[config.mk]
export PLATFORM = sky130hd
export DESIGN_NAME = mvm_feeder
export DESIGN_NICKNAME = d
export VERILOG_FILES = /design/src/rtl/mvm_pkg.sv /design/src/rtl/mvm_opmem.sv /design/src/rtl/mvm_feeder.sv
export SDC_FILE = /design/constraint.sdc
export NUM_CORES = 1
export LEC_CHECK = 0
export ABC_CLOCK_PERIOD_IN_PS = 2400
export CAP_MARGIN = 20
export CORE_UTILIZATION = 60
export CTS_CLUSTER_SIZE = 30
export DETAILED_ROUTE_END_ITERATION = 10
export DONT_BUFFER_PORTS = 1
export GPL_TIMING_DRIVEN = 0
export PLACE_DENSITY = 0.83
export RECOVER_POWER = 50
export SETUP_SLACK_MARGIN = 0.1
export SYNTH_ARGS = -nofsm -noshare
export SYNTH_HDL_FRONTEND = slang
export SYNTH_SLANG_ARGS = --single-unit
[constraint.sdc]
create_clock -name clk -period 2.4 [get_ports clk]
set_input_delay 0.36 -clock clk [delete_from_list [all_inputs] [get_ports clk]]
set_output_delay 0.36 -clock clk [all_outputs]
set_load 0.1 [all_outputs]
[src/rtl/mvm_pkg.sv]
// mvm_pkg: operand/result widths and FSM state encoding shared by the MVM feeder and its operand memory
package mvm_pkg;
  localparam int OP_W  = 8;
  localparam int RES_W = 16;
  typedef enum logic [2:0] {ST_IDLE, ST_CLEAR, ST_ISSUE, ST_DRAIN, ST_OUT} state_t;
endpackage

[src/rtl/mvm_opmem.sv]
// mvm_opmem: register-array storage for weight matrix W (M*N) and input vector x (N), combinational read
// Ports: i_we/i_sel/i_addr/i_data write port (i_sel 0 = W, 1 = x); i_w_idx/i_x_idx read
// addresses; o_w/o_x read data. Contents are not reset.
module mvm_opmem import mvm_pkg::*; #(
  parameter int M  = 4,
  parameter int N  = 4,
  parameter int AW = $clog2(M*N),
  parameter int XW = $clog2(N)
) (
  input  logic                   clk,
  input  logic                   i_we,
  input  logic                   i_sel,
  input  logic [AW-1:0]          i_addr,
  input  logic signed [OP_W-1:0] i_data,
  input  logic [AW-1:0]          i_w_idx,
  input  logic [XW-1:0]          i_x_idx,
  output logic signed [OP_W-1:0] o_w,
  output logic signed [OP_W-1:0] o_x
);
  logic signed [OP_W-1:0] r_w [M*N];
  logic signed [OP_W-1:0] r_x [N];
  always_ff @(posedge clk) begin
    if (i_we && !i_sel && int'(i_addr) < M*N) r_w[i_addr] <= i_data;
    if (i_we && i_sel && int'(i_addr) < N) r_x[i_addr[XW-1:0]] <= i_data;
  end
  assign o_w = r_w[i_w_idx];
  assign o_x = r_x[i_x_idx];
endmodule

[src/rtl/mvm_feeder.sv]
// mvm_feeder: sequences y = W*x through an external MAC, one row at a time, with a valid/ready result stream
// Ports: wr_* operand write port (IDLE only); start/busy/done run control; mac_* MAC operand
// and result interface; y_data/y_idx/y_valid/y_ready row result stream.
module mvm_feeder import mvm_pkg::*; #(
  parameter int M = 4,
  parameter int N = 4
) (
  input  logic                      clk,
  input  logic                      reset_n,
  input  logic                      wr_en,
  input  logic                      wr_sel,
  input  logic [$clog2(M*N)-1:0]    wr_addr,
  input  logic signed [OP_W-1:0]    wr_data,
  input  logic                      start,
  output logic                      busy,
  output logic                      done,
  output logic signed [OP_W-1:0]    mac_a,
  output logic signed [OP_W-1:0]    mac_b,
  output logic                      mac_valid_in,
  output logic                      mac_clear,
  input  logic signed [RES_W-1:0]   mac_f,
  input  logic                      mac_valid_out,
  output logic signed [RES_W-1:0]   y_data,
  output logic                      y_valid,
  input  logic                      y_ready,
  output logic [$clog2(M)-1:0]      y_idx
);
  localparam int AW = $clog2(M*N);
  localparam int XW = $clog2(N);
  localparam int RW = $clog2(M);
  localparam int VW = $clog2(N+1);
  state_t                  r_state;
  logic [RW-1:0]           r_row;
  logic [XW-1:0]           r_col;
  logic [VW-1:0]           r_vcnt;
  logic signed [RES_W-1:0] r_y;
  logic                    r_done;
  logic                    w_we;
  logic [AW-1:0]           w_w_idx;
  logic signed [OP_W-1:0]  w_w;
  logic signed [OP_W-1:0]  w_x;
  // A write coinciding with an accepted start is dropped so the run sees the old operands.
  assign w_we    = wr_en && r_state == ST_IDLE && !start;
  assign w_w_idx = AW'(int'(r_row) * N + int'(r_col));
  mvm_opmem #(.M(M), .N(N), .AW(AW), .XW(XW)) u_opmem (
    .clk     (clk),
    .i_we    (w_we),
    .i_sel   (wr_sel),
    .i_addr  (wr_addr),
    .i_data  (wr_data),
    .i_w_idx (w_w_idx),
    .i_x_idx (r_col),
    .o_w     (w_w),
    .o_x     (w_x)
  );
  always_ff @(posedge clk or negedge reset_n) begin
    if (!reset_n) begin
      r_state <= ST_IDLE;
      r_row   <= '0;
      r_col   <= '0;
      r_vcnt  <= '0;
      r_y     <= '0;
      r_done  <= 1'b0;
    end else begin
      r_done <= 1'b0;
      case (r_state)
        ST_IDLE: if (start) begin
          r_state <= ST_CLEAR;
          r_row   <= '0;
        end
        ST_CLEAR: begin
          r_state <= ST_ISSUE;
          r_col   <= '0;
          r_vcnt  <= '0;
        end
        // Results may already return while later operands are still issuing, so count here too.
        ST_ISSUE: begin
          if (mac_valid_out) r_vcnt <= r_vcnt + 1'b1;
          if (r_col == XW'(N-1)) r_state <= ST_DRAIN;
          else r_col <= r_col + 1'b1;
        end
        // The count reaching N one cycle after the last pulse gives the accumulator time to settle.
        ST_DRAIN: if (r_vcnt == VW'(N)) begin
          r_y     <= mac_f;
          r_state <= ST_OUT;
        end else if (mac_valid_out) r_vcnt <= r_vcnt + 1'b1;
        ST_OUT: if (y_ready) begin
          if (r_row == RW'(M-1)) begin
            r_state <= ST_IDLE;
            r_done  <= 1'b1;
          end else begin
            r_state <= ST_CLEAR;
            r_row   <= r_row + 1'b1;
          end
        end
        default: r_state <= ST_IDLE;
      endcase
    end
  end
  assign busy         = r_state != ST_IDLE;
  assign done         = r_done;
  assign mac_valid_in = r_state == ST_ISSUE;
  // Held high during reset so an interrupted accumulation is discarded.
  assign mac_clear    = !reset_n || r_state == ST_CLEAR;
  assign mac_a        = mac_valid_in ? w_w : '0;
  assign mac_b        = mac_valid_in ? w_x : '0;
  assign y_valid      = r_state == ST_OUT;
  assign y_data       = r_y;
  assign y_idx        = r_row;
endmodule

==> impl_results.md <==
* HPWL after DPL at approximately 9.3 mm
* EDFF count, synth at 160
* Drt pass-1 iters at 4
* Final worst path period need at 2.78 ns
* Post-Syn Instances at 385
* Yosys warnings at 0
* Sequential power share at around two fifths
* Ports at 74
* Post-Route WL at about 17 mm
* Req. time, crit path at just over 2 ns
* Placed cell areas at between 7000 and 8000 µm²
* Port Buffer Count at 0
* Die H at 114 µm
* Clock power share at roughly 20%
* Synth top cells by count: edfxtp_1 (160), mux4_2 (40), dfrtp_1 (27)
* Vias at 3989
* # DRC at 0
* Final Cycle Share at 116%
* Area Growth Syn to Fin at 23.3%
* Critical path fanouts, max at 4
* First-pass GRT wire length at 22.9 mm
* Hold WC Path Type: input pin to register
* Switch share at between 40 and 50%
* Synthesized flop and latch total at around 190
* Initial Util at 62.1%
* Ys async rst share at 14.4%
* Area of the die at 13000 µm²
* PnR worst setup slack at -0.375 ns
* Ant. Diodes at 0
* PwrDens at 1390 nW/µm²
* Final core utilization at between 70% and 80%
* Unrepaired setup endpoints after global routing: true
* FP Rows at 40
* Final RePlAce weighted congestion at 0.803
* Post-Syn Nets at between 400 and 500
* Clock skew at between 0.01 and 0.015 ns
* Post-synthesis instance area at between 7000 and 8000 µm²
* Combinational fraction of design power at between 40% and 50%
* DRT antenna net count at 0
* Maxcap violations at 0
* Main synth FF type: edfxtp_1
* CP Launch Type: register
* Clk pin slew, worst setup/hold paths at around 0.07 ns
* Mean Syn Cell Area at approximately 20 µm²
* Ratio of cells with drive above 1 in the final layout at between 40% and 50%
* Worst skew pair latency at ~0.43 ns
* Wire per inst at about 27 µm
* CTS HTree Levels at 4
* Int Pwr at approximately 7.2 mW
* Failing checks: negative setup slack
* CTS tree: yes
* Largest net degree at the start of global routing at 28
* Final hold violations at 0
* Crit path arrival time at 2.42 ns
* Max clock buf depth at 2
* Initial antenna violation count at 0
* Die W at about 110 µm
* Fin area at a little over 9000 µm²
* Status: complete, but fails checks
* Slew HR at ~6.2%
* Maximum clock frequency at between 300 and 400 MHz
* Seq/Total Area, Yosys at 72.9%
* 1st-iter DRT viols at just under 400
* DP Cell Count at ~560
* Gr usage total at between 20% and 30%
* Total CTS buffers at 17
* Core Box Area at around 12000 µm²
* Final Total Pwr at ~13 mW
* Pleak at roughly 3 nW
* Vias in the first global route at slightly below 4000
* Top cell type's share of synthesized area at between 60% and 70%
* Slew Limit Fails at 0
* Non-filler cells, final at 620
* Most common cell in the netlist: edfxtp_1
* Area leader, netlist: edfxtp_1
* Unique masters post-synth at 39
* Nets at around 480
* Synth top area cells: edfxtp_1 (64%), mux4_2 (12%), dfrtp_1 (9.0%)
* Final number of setup-violating endpoints at 14
* Peak supply drop at 0.644 mV
* Final global-route overflow total at 0
* Count of clock tree sinks at 187
* Switching power at 5.72 mW
* Least-Margin Pin Slew at 1.41 ns
* Vias/cell at 6.43
* Root Driver: clkbuf_16
* Kind of critical path: register to primary output
* Worst setup EP type: primary output
## area by class of cell
| class | count | area [µm²] |
|---|---|---|
| plain buffers | 19 | 218 |
| clock buffers | 20 | 437 |
| clock inverters | 12 | 100 |
| fillers | 614 | 2840 |
| inverters | 5 | 25.0 |
| multi-input cells | 174 | 2330 |
| flip-flops and latches | 187 | 5490 |
| well taps | 168 | 210 |
| repair buffers | 35 | 465 |
## logic make-up after synthesis
family	synth area share [%]
mux	16.9
fa+ha+maj	0.666
compound gates	2.18
simple gates	5.31
flops	72.9
buf+inv	2.03
## state kept, by name, indices dropped and copies added, names as in the netlist
signal and cells:
y_data 16, done 1, r_state 3, r_vcnt 3, u_opmem.r_x 32, u_opmem.r_w 128
r_col 2, y_idx 2
## power groups by stage
stage / registers, mW / clock network [mW] / logic [mW]
2_1_floorplan: 5.04 / 0 / 3.82
3_3_place_gp: 5.07 / 0 / 4.27
3_5_place_dp: 5.09 / 0 / 4.44
6_report: 5.03 / 2.57 / 5.31
4_1_cts: 5.03 / 2.57 / 4.83
5_1_grt: 5.06 / 2.71 / 5.50
## routing by layer
layer,vias to the layer above,GRT usage [%],wire length (µm)
li1,1654,-,-
met1,2064,32.2,6310
met2,242,41.4,8810
met3,29,7.97,1410
met4,0,12.4,407
met5,-,0,0
## cell usage in the layout (no fill, tap or decap), types with 3 or more instances in the layout
cell type   instances
edfxtp_1          160
clkinv_2            3
nor2_1              3
ha_1                4
buf_6              12
and2_4              8
clkinvlp_4          5
and2_1              3
inv_1               3
nor2_4             15
a22o_1              3
nand3b_1            3
mux2i_2             7
nand2b_1            5
o22ai_4             7
nor3_4              6
buf_4              18
clkbuf_1            5
mux2i_1             6
mux4_2             40
mux2_2             18
mux2i_4             4
clkbuf_16          21
nor3_1              3
buf_12             12
nor2b_1             3
dfrtp_1            25
nand2_1             8
o22ai_1             4
o211ai_1            3
## final timing paths
check,startpoint,slack (ns),cells past startpoint,endpoint
worst min-delay path,wr_data[4],0.02,0,u_opmem.r_w[2][4]
max in group asynchronous,reset_n,0.55,2,y_idx[1]
min in group asynchronous,reset_n,0.83,2,y_data[13]
worst max-delay path,y_idx[0],-0.38,6,mac_a[6]
worst max register to register,r_state[2],-0.01,8,u_opmem.r_w[0][5]
worst min register to register,r_vcnt[0],0.59,2,r_vcnt[0]
## per-stage QoR
stage / hold slack (ns) / setup WS [ns] / setup TNS [ns]
after floorplan: 0.0644 / -0.700 / -1.62
after global placement: 0.0649 / -0.850 / -16.95
after detailed placement: 0.0650 / -0.530 / -20.36
after CTS: 0.00835 / -0.421 / -3.24
after global routing: -0.00188 / -0.442 / -3.66
final: 0.0224 / -0.375 / -2.47
## critical path, cell delays in order, from the launching register on
cell and delay, ns:
dfrtp_4 0.64, clkbuf_16 0.22, mux4_2 0.30, o211ai_1 0.23
nand2b_4 0.18, o211ai_1 0.17, clkbuf_16 0.25
## repair_timing
item / CTS / global route
endpoints found under the hold margin: 27 / 0
setup buffers: 17 / 12
pin swaps: 19 / 32
gates resized for setup: 75 / 38
hold buffers: 2 / 0
cloned: 0 / 2
setup endpoints to repair: 170 / 135
No activity file was read; power rests on OpenSTA's default activity.
